===== config.mk =====
export PLATFORM = sky130hd
export DESIGN_NAME = button_debouncer
export DESIGN_NICKNAME = d
export VERILOG_FILES = /design/src/rtl/button_debouncer_pkg.sv /design/src/rtl/button_debouncer_channel.sv /design/src/rtl/button_debouncer.sv
export SDC_FILE = /design/constraint.sdc
export NUM_CORES = 1
export LEC_CHECK = 0
export BUFFER_PORTS_ARGS = -buffer_cell sky130_fd_sc_hd__buf_2
export CORE_ASPECT_RATIO = 0.7
export CORE_MARGIN = 4
export CORE_UTILIZATION = 49
export DETAILED_ROUTE_END_ITERATION = 6
export HOLD_SLACK_MARGIN = 0.05
export PLACE_DENSITY = 0.65
export SLEW_MARGIN = 20
export SYNTH_ARGS = -nofsm -noshare
export SYNTH_HDL_FRONTEND = slang
export SYNTH_SLANG_ARGS = --single-unit

===== constraint.sdc =====
create_clock -name clk -period 4.6 [get_ports clk]
set_input_delay 0.69 -clock clk [delete_from_list [all_inputs] [get_ports clk]]
set_output_delay 0.69 -clock clk [all_outputs]
set_load 0.01 [all_outputs]

===== src/rtl/button_debouncer_pkg.sv =====
// Shared constants for the button debouncer: FSM state encoding and the
// default qualification window derived from the system clock frequency.
package button_debouncer_pkg;

  // System clock frequency used to derive time-based defaults.
  localparam int CLK_FREQ_HZ = 50_000_000;

  // Length of the qualification window in milliseconds.
  localparam int DEBOUNCE_MS = 10;

  // Consecutive equal samples needed before a level flips (10 ms at 50 MHz).
  localparam int DEFAULT_DEBOUNCE_CYCLES = (CLK_FREQ_HZ / 1000) * DEBOUNCE_MS;

  // Per-channel FSM states.
  typedef enum logic {
    STATE_STABLE = 1'b0,
    STATE_SETTLE = 1'b1
  } state_t;

endpackage


===== src/rtl/button_debouncer_channel.sv =====
// One debounce channel: synchronizer chain, optional inversion, and a
// two-state qualification FSM with its own saturation-free counter.
module button_debouncer_channel
  import button_debouncer_pkg::*;
#(
  parameter int SYNC_STAGES   = 2,
  parameter int STABLE_CYCLES = DEFAULT_DEBOUNCE_CYCLES,
  parameter int INVERT        = 0
) (
  input  logic clk,
  input  logic rst,
  input  logic raw_in,
  output logic level_out,
  output logic settling
);

  localparam int               CW       = $clog2(STABLE_CYCLES);
  localparam logic             INV      = 1'(INVERT);
  localparam logic [CW-1:0]    CNT_LAST = CW'(STABLE_CYCLES - 1);

  logic [SYNC_STAGES-1:0] r_sync;
  logic                   w_sample;
  state_t                 r_state;
  logic [CW-1:0]          r_count;
  logic                   r_level;
  logic                   r_settling;

  // Synchronizer chain; reset value makes the post-inversion sample 0.
  always_ff @(posedge clk or posedge rst) begin
    if (rst) begin
      r_sync <= {SYNC_STAGES{INV}};
    end else begin
      r_sync <= {r_sync[SYNC_STAGES-2:0], raw_in};
    end
  end

  assign w_sample = r_sync[SYNC_STAGES-1] ^ INV;

  // Qualification FSM: a candidate level must persist STABLE_CYCLES cycles.
  always_ff @(posedge clk or posedge rst) begin
    if (rst) begin
      r_state    <= STATE_STABLE;
      r_count    <= '0;
      r_level    <= 1'b0;
      r_settling <= 1'b0;
    end else begin
      case (r_state)
        STATE_STABLE: begin
          if (w_sample != r_level) begin
            r_state    <= STATE_SETTLE;
            r_count    <= CW'(1);
            r_settling <= 1'b1;
          end else begin
            r_count <= '0;
          end
        end
        STATE_SETTLE: begin
          if (w_sample == r_level) begin
            // Bounce back to the current level: restart from scratch.
            r_state    <= STATE_STABLE;
            r_count    <= '0;
            r_settling <= 1'b0;
          end else if (r_count == CNT_LAST) begin
            r_level    <= ~r_level;
            r_state    <= STATE_STABLE;
            r_count    <= '0;
            r_settling <= 1'b0;
          end else begin
            r_count <= r_count + CW'(1);
          end
        end
        default: begin
          r_state    <= STATE_STABLE;
          r_count    <= '0;
          r_settling <= 1'b0;
        end
      endcase
    end
  end

  assign level_out = r_level;
  assign settling  = r_settling;

endmodule


===== src/rtl/button_debouncer.sv =====
// Multi-channel debouncer: one fully independent channel per input bit,
// producing clean synchronous levels for a downstream edge detector.
module button_debouncer
  import button_debouncer_pkg::*;
#(
  parameter int CHANNELS      = 4,
  parameter int SYNC_STAGES   = 2,
  parameter int STABLE_CYCLES = DEFAULT_DEBOUNCE_CYCLES,
  parameter int INVERT        = 0
) (
  input  logic                clk,
  input  logic                rst,
  input  logic [CHANNELS-1:0] raw_in,
  output logic [CHANNELS-1:0] level_out,
  output logic [CHANNELS-1:0] settling
);

  // One channel per input bit; no state is shared between channels.
  generate
    for (genvar gi = 0; gi < CHANNELS; gi++) begin : g_chan
      button_debouncer_channel #(
        .SYNC_STAGES   (SYNC_STAGES),
        .STABLE_CYCLES (STABLE_CYCLES),
        .INVERT        (INVERT)
      ) u_chan (
        .clk       (clk),
        .rst       (rst),
        .raw_in    (raw_in[gi]),
        .level_out (level_out[gi]),
        .settling  (settling[gi])
      );
    end
  endgenerate

endmodule

==> results of run 1 <==
[layout by cell type, fill, tap and decap left out, types with 2 or more instances in the layout]
cell type                    instances
sky130_fd_sc_hd__dfrtp_1            96
sky130_fd_sc_hd__nor2_1             68
sky130_fd_sc_hd__xnor2_1            40
sky130_fd_sc_hd__nand3_1            30
sky130_fd_sc_hd__inv_1              23
sky130_fd_sc_hd__xor2_1             19
sky130_fd_sc_hd__a21oi_1            18
sky130_fd_sc_hd__nand2_1            17
sky130_fd_sc_hd__nor4_1             15
sky130_fd_sc_hd__nand4_1            14
sky130_fd_sc_hd__nor3_1             13
sky130_fd_sc_hd__buf_2              13
sky130_fd_sc_hd__or4_1              12
sky130_fd_sc_hd__or3_1              10
sky130_fd_sc_hd__o31ai_1             9
sky130_fd_sc_hd__clkbuf_16           9
sky130_fd_sc_hd__o21ai_0             7
sky130_fd_sc_hd__and3_1              4
sky130_fd_sc_hd__mux2_2              4
sky130_fd_sc_hd__ha_1                4
sky130_fd_sc_hd__and4_1              3
sky130_fd_sc_hd__o211ai_4            3
sky130_fd_sc_hd__or2_2               3
sky130_fd_sc_hd__o211ai_1            3
sky130_fd_sc_hd__clkinvlp_4          3
sky130_fd_sc_hd__nor4b_1             2
sky130_fd_sc_hd__a211oi_1            2
sky130_fd_sc_hd__or4b_1              2
sky130_fd_sc_hd__nand4b_1            2
sky130_fd_sc_hd__o31a_1              2
sky130_fd_sc_hd__a21boi_0            2
[worst max-delay path, cell delays in order, from the launching register on]
cell                       delay (ps)
sky130_fd_sc_hd__dfrtp_1          430
sky130_fd_sc_hd__or4_1            550
sky130_fd_sc_hd__or4_4            480
sky130_fd_sc_hd__o211ai_4         500
sky130_fd_sc_hd__nor2_1           130
[where the power goes]
group / switching (µW) / leakage [µW] / internal [µW]
sequential: 12.4 / 0.00130 / 858
combinational: 39.8 / 0.000521 / 16.1
clock: 319 / 0.000125 / 368
total: 371 / 0.00194 / 1240
[through the flow]
stage,std cells,total power (µW),setup slack [ps]
after floorplan,454,931,1400
after global placement,574,943,2480
final,590,1610,2370
after global routing,590,1690,2300
after CTS,590,1640,2390
after detailed placement,574,944,2390
[state kept, by name, summed over array words and instances (netlist names)]
signal and cells:
g_chan.u_chan.level_out 4, g_chan.u_chan.r_count 76, g_chan.u_chan.r_state 4, g_chan.u_chan.r_sync 8
g_chan.u_chan.settling 4
[final cells by class]
type	count	area, µm²	area share [%]
repair buffers	14	72.6	1.45
clock inverters	6	45.0	0.899
well taps	124	155	3.10
flip-flops and latches	96	2400	47.9
inverters	24	92.6	1.85
clock buffers	10	229	4.57
multi-input cells	316	2010	40.2
[worst paths after layout]
check | startpoint | end | slack, ps
max in group asynchronous | rst | g_chan[3].u_chan.r_count[3]$_DFF_PP0_ | 3190
hold / removal | g_chan[3].u_chan.r_sync[0]$_DFF_PP0_ | g_chan[3].u_chan.r_sync[1]$_DFF_PP0_ | 350
setup / recovery | g_chan[0].u_chan.r_count[11]$_DFF_PP0_ | g_chan[0].u_chan.r_count[9]$_DFF_PP0_ | 2370
setup reg to reg | g_chan[0].u_chan.r_count[11]$_DFF_PP0_ | g_chan[0].u_chan.r_count[9]$_DFF_PP0_ | 2370
min in group asynchronous | rst | g_chan[3].u_chan.r_sync[0]$_DFF_PP0_ | 480
hold reg to reg | g_chan[3].u_chan.r_sync[0]$_DFF_PP0_ | g_chan[3].u_chan.r_sync[1]$_DFF_PP0_ | 350
[routing by layer]
metal / vias up / wire length [µm] / GRT usage (%) / share of wire [%]
met5: - / 0 / 0 / 0
met1: 1554 / 4180 / 24.0 / 51
met3: 14 / 355 / 4.93 / 4.3
li1: 1599 / - / - / -
met2: 57 / 3510 / 23.8 / 43
met4: 0 / 130 / 6.16 / 1.6
[kinds of logic after synthesis]
kind of cell / share of synthesized area [%]
AOI/OAI and AO/OA: 7.52
xor gates and xnor gates: 11.2
adders and majority gates: 1.08
buffers and inverters: 4.49
DFF: 51.9
muxes: 0.974
and+or+nand+nor: 22.8
==> reports/summary.json, run 1 <==
{
  "status": "finished clean",
  "yosysWarningCount": 0,
  "critPathMaxFanout": 18,
  "fp.dieW_um": 124,
  "rsz0062_at_grt": "no",
  "syn-mean-instance-area_um2": 10.2,
  "worstSetupPathType": "reg2reg",
  "cts.hold.buffers_added": 0,
  "vdd_ir_drop_max_uv": 299,
  "core-area_mm2": 0.00914,
  "drt_drc_violations_left": 0,
  "timing.final.hold_violations": 0,
  "seq_area_frac_synth_pct": 51.9,
  "p_per_area_mw_per_mm2": 322,
  "cts_repair_resize_count": 0,
  "synthesis.area_mm2": 0.00462,
  "most_used_dff_post_synth": "sky130_fd_sc_hd__dfrtp_1",
  "slew_headroom_pct": 47.8,
  "count_of_fill_cells_added_during_filler_insertion": 819,
  "synth_top_cell_area_share_pct": 51.9,
  "clk_path_buf_depth": 2,
  "highest_achievable_clock_rate_mhz": 449,
  "finish.net_count": 471,
  "cts.sink_count": 96,
  "drv.max_cap_violation_count": 0,
  "hold_ws_ps": 349,
  "syn-num-nets": 464,
  "floorplan.die_area_mm2": 0.0111,
  "utilization_pct": 54.8,
  "grt_use_total_pct": 16.6,
  "synth.distinct_cells": 40,
  "clk_pin_slew_ps": 70,
  "cts.htree.levels": 3,
  "synth-edff-count": 0,
  "drive_gt1_share_pct": 9.66,
  "cts.root.buffer_cell": "sky130_fd_sc_hd__clkbuf_16",
  "critical_path_required_ps": 4800,
  "die_height_um": 89.3,
  "routed_wl_um": 8180,
  "post-cts-setup-buffer-count": 0,
  "fin_tns_setup_ps": 0,
  "syn-instance-count": 454,
  "dr.pass1.iters": 5,
  "hold_class": "reg2reg",
  "tightestPinTransition_ps": 780,
  "critPathCaptureType": "register",
  "power.static_leakage_uw": 0.00194,
  "synthTopCellsByArea": "sky130_fd_sc_hd__dfrtp_1 52%, sky130_fd_sc_hd__xnor2_1 7.6%, sky130_fd_sc_hd__nor2_1 5.5%",
  "global_route_wire_length_before_repair_um": 14400,
  "floorplan.io_pins": 14,
  "post_drt_via_cell_ratio": 5.46,
  "cell_count_of_the_worst_hold_path": 0,
  "insertedDiodeCount": 0,
  "arrival_time_reported_for_the_critical_path_endpoint_ps": 2430,
  "synthMostInstantiatedCell": "sky130_fd_sc_hd__dfrtp_1",
  "grt_antenna_before_repair": 0,
  "number_of_cts_inserted_buffers": 9,
  "timing.final.max_slew_violations": 0,
  "cts_tree": "built",
  "placementRows": 29,
  "setup_violations": 0,
  "areaGrowthSynthToFinish_pct": 8.36,
  "final.setup_skew_ps": 6.95,
  "synth.top_cells.by_count": "96 x sky130_fd_sc_hd__dfrtp_1, 68 x sky130_fd_sc_hd__nor2_1, 40 x sky130_fd_sc_hd__xnor2_1",
  "place_area_mm2": 0.00474,
  "port_buffers": 13,
  "async_reset_ff_share_pct": 100,
  "maximum_number_of_pins_on_one_net_before_global_route_repair": 62,
  "postLayoutCellArea_mm2": 0.00501,
  "fin_crit_sh_pct": 48.4,
  "ff2ff_path_depth": 4,
  "globalRoute.totalOverflow": 0,
  "initial_utilization_pct": 50.6,
  "via_count": 3224,
  "gp_congestion": 0.864,
  "flip_flop_and_latch_count_after_synthesis": 96,
  "first_global_vias": 3079,
  "drtIter0Drc": 194,
  "final_period_demand_of_the_worst_path_ps": 2230,
  "yosysTopAreaCell": "sky130_fd_sc_hd__dfrtp_1",
  "drt.antenna.violating_nets": 0,
  "clk-insertion-delay-late_ps": 340,
  "cp-start-kind": "register",
  "wire_per_inst_um": 13.9,
  "hpwlAfterDp_um": 5460
}
No activity file was read; power rests on OpenSTA's default activity.
==> run 2, diff against run 1 <==
--- a/config.mk
+++ b/config.mk
@@ -11,7 +11,7 @@
 export CORE_UTILIZATION = 49
 export DETAILED_ROUTE_END_ITERATION = 6
 export HOLD_SLACK_MARGIN = 0.05
-export PLACE_DENSITY = 0.65
+export PLACE_DENSITY = 0.68
 export SLEW_MARGIN = 20
 export SYNTH_ARGS = -nofsm -noshare
 export SYNTH_HDL_FRONTEND = slang
==> constraint.sdc (replaced) <==
create_clock -name clk -period 2 [get_ports clk]
set_input_delay 0.3 -clock clk [delete_from_list [all_inputs] [get_ports clk]]
set_output_delay 0.3 -clock clk [all_outputs]
set_load 0.01 [all_outputs]
==> run 2 against run 1 <==
Against the previous run:
- critical path depth did not move
- clock power rose to 2.6 times the previous value
- sequential share of layout area fell by 3.8 points
- clock skew rose by 1.4 ps
- worst setup slack got worse by 2400 ps
- combinational power rose to 2.9 times the previous value
- the run now ends with negative setup slack left
- highest routed layer unchanged
- cell count rose by 6.4%
- design area rose by 8.7%
- worst hold slack got worse by 310 ps
- critical path type unchanged
- utilization rose by 4.7 points
- via count rose by 6.3%
- clock-buffer cell count fell by 1
==> reports/summary.json, run 2 (synthesis results as in run 1) <==
{
  "cts_tree": "built",
  "cp-start-kind": "register",
  "clk_path_buf_depth": 2,
  "hold_class": "in2async",
  "finish.net_count": 509,
  "total_internal_power_uw": 3030,
  "fin_tns_setup_ps": -17.8,
  "p_total_uw": 3940,
  "r2r-start": "g_chan[0].u_chan.r_count[12]$_DFF_PP0_",
  "sequential_share_of_power_pct": 50.8,
  "clk_pin_slew_ps": 70,
  "worst_setup_path_start": "g_chan[0].u_chan.r_count[12]$_DFF_PP0_",
  "drtIter0Drc": 278,
  "drive_gt1_share_pct": 17.9,
  "crit_path_end": "g_chan[0].u_chan.level_out$_DFFE_PP0P_",
  "final_period_demand_of_the_worst_path_ps": 2020,
  "tightestPinTransition_ps": 651,
  "layout.cells.most_common": "sky130_fd_sc_hd__dfrtp_1",
  "p_per_area_mw_per_mm2": 723,
  "net_switching_component_of_the_power_uw": 906,
  "wire_per_inst_um": 14.2,
  "hold_ws_ps": 42.8,
  "number_of_cts_inserted_buffers": 9,
  "critPathMaxFanout": 3,
  "port_buffers": 13,
  "critical_path.reg2reg.endpoint": "g_chan[0].u_chan.level_out$_DFFE_PP0P_",
  "fin_crit_sh_pct": 101,
  "floorplan.die_area_mm2": 0.0111,
  "die_height_um": 89.3,
  "violations": "negative setup slack",
  "sw_frac_of_total_pct": 23.0,
  "initial_utilization_pct": 50.6,
  "grt_antenna_before_repair": 0,
  "clock_power_share_pct": 45.1,
  "place_worst_setup_slack_ps": -34.6,
  "routed_wl_um": 8910,
  "grt_use_total_pct": 18.1,
  "largest_reg_flops": 76,
  "count_of_fill_cells_added_during_filler_insertion": 792,
  "via_count": 3426,
  "worstSetupPathType": "reg2reg",
  "first_global_vias": 3278,
  "timing.final.hold_violations": 0,
  "post_drt_via_cell_ratio": 5.46,
  "cts.sink_count": 96,
  "post_layout_worst_setup_margin_ps": -17.8,
  "globalRoute.totalOverflow": 0,
  "setup.reg_to_reg.worst_slack_ps": -20,
  "slew_headroom_pct": 56.5,
  "reg.largest.list": "g_chan.u_chan.r_count x76, g_chan.u_chan.r_sync x8",
  "global_route_wire_length_before_repair_um": 15800,
  "multi_input_area_mm2": 0.00206,
  "floorplan.io_pins": 14,
  "placementRows": 29,
  "rsz0062_at_grt": "yes",
  "gp_congestion": 0.866,
  "largest_register": "g_chan.u_chan.r_count",
  "setup_violations": 1,
  "power.static_leakage_uw": 0.00220,
  "core-area_mm2": 0.00914,
  "final_cell_mix": "96 x sky130_fd_sc_hd__dfrtp_1, 68 x sky130_fd_sc_hd__nor2_1, 40 x sky130_fd_sc_hd__xnor2_1",
  "critical_path_required_ps": 2230,
  "final.setup_skew_ps": 8.36,
  "drt.antenna.violating_nets": 0,
  "critPathCaptureType": "register",
  "insertedDiodeCount": 0,
  "drt_drc_violations_left": 0,
  "hpwlAfterDp_um": 6240,
  "vdd_ir_drop_max_uv": 672,
  "areaGrowthSynthToFinish_pct": 17.7,
  "maximum_number_of_pins_on_one_net_before_global_route_repair": 38,
  "drv.max_cap_violation_count": 0,
  "fp.dieW_um": 124,
  "cts.htree.levels": 3,
  "status": "complete, but fails checks",
  "highest_achievable_clock_rate_mhz": 496,
  "dr.pass1.iters": 4,
  "cts.root.buffer_cell": "sky130_fd_sc_hd__clkbuf_16",
  "arrival_time_reported_for_the_critical_path_endpoint_ps": 2240,
  "clk-insertion-delay-late_ps": 340,
  "timing.final.max_slew_violations": 0,
  "combinationalPowerShare_pct": 4.1,
  "ff2ff_path_depth": 4,
  "seqCellArea_mm2": 0.00240
}
[run 2: changes by cell type in the layout (fill, tap and decap cells not counted), sizes merged]
cell      before  now
bufinv         0    1
clkbuf        10    9
inv           25   28
clkinvlp       3    2
clkinv         2    0
buf           14   52
[run 2: worst min-delay path by stage]
stage                                                     from                                endpoint  slack [ps]  depth (start not counted)
after floorplan           g_chan[0].u_chan.r_sync[0]$_DFF_PP0_    g_chan[0].u_chan.r_sync[1]$_DFF_PP0_         330                          0
after global placement    g_chan[0].u_chan.r_sync[0]$_DFF_PP0_    g_chan[0].u_chan.r_sync[1]$_DFF_PP0_         330                          0
after detailed placement  g_chan[0].u_chan.r_sync[0]$_DFF_PP0_    g_chan[0].u_chan.r_sync[1]$_DFF_PP0_         330                          0
after CTS                                            raw_in[0]    g_chan[0].u_chan.r_sync[0]$_DFF_PP0_          50                          1
after global routing                                 raw_in[1]    g_chan[1].u_chan.r_sync[0]$_DFF_PP0_          50                          1
final                                                      rst  g_chan[1].u_chan.r_count[16]$_DFF_PP0_          40                          2
[run 2: routing by layer]
metal,part of all wire [%],track usage (%)
met1,50,26.3
met3,4.0,4.36
met4,0.92,5.07
met5,0,0
met2,45,27.3
[run 2: final cells by class]
class / instances / share of cell area [%]
repair buffers: 52 / 7.86
flip-flops and latches: 96 / 44.1
clock inverters: 7 / 1.54
inverters: 24 / 1.72
multi-input cells: 316 / 37.8
clock buffers: 9 / 4.14
well taps: 124 / 2.85
[run 2: repair_timing]
action,in CTS,in global routing
setup endpoints to repair,3,24
buffers inserted,1,2
hold buffers,0,0
gates resized for setup,3,8
pin swaps,2,6
[run 2: through the flow]
stage               std cells  cell area, µm²  util [%]
finish                    628            5450      59.6
global route              628            5450      59.6
CTS                       626            5390      59.0
detailed placement        609            5060      55.4
global placement          609            5060      55.4
floorplan                 454            4630         -
[run 2: power groups by stage]
| stage | logic [µW] | registers [µW] | clock network (µW) |
|---|---|---|---|
| 2_1_floorplan | 112 | 2030 | 0 |
| 3_3_place_gp | 160 | 2040 | 0 |
| 3_5_place_dp | 164 | 2040 | 0 |
| 4_1_cts | 165 | 2000 | 1820 |
| 5_1_grt | 187 | 2000 | 1910 |
| 6_report | 162 | 2000 | 1770 |
[run 2: worst max-delay path, cell delays in order (launching register included)]
cell                      delay [ps]
sky130_fd_sc_hd__dfrtp_1         370
sky130_fd_sc_hd__or4_1           510
sky130_fd_sc_hd__or4_4           470
sky130_fd_sc_hd__nor3_4          230
sky130_fd_sc_hd__mux2_4          310
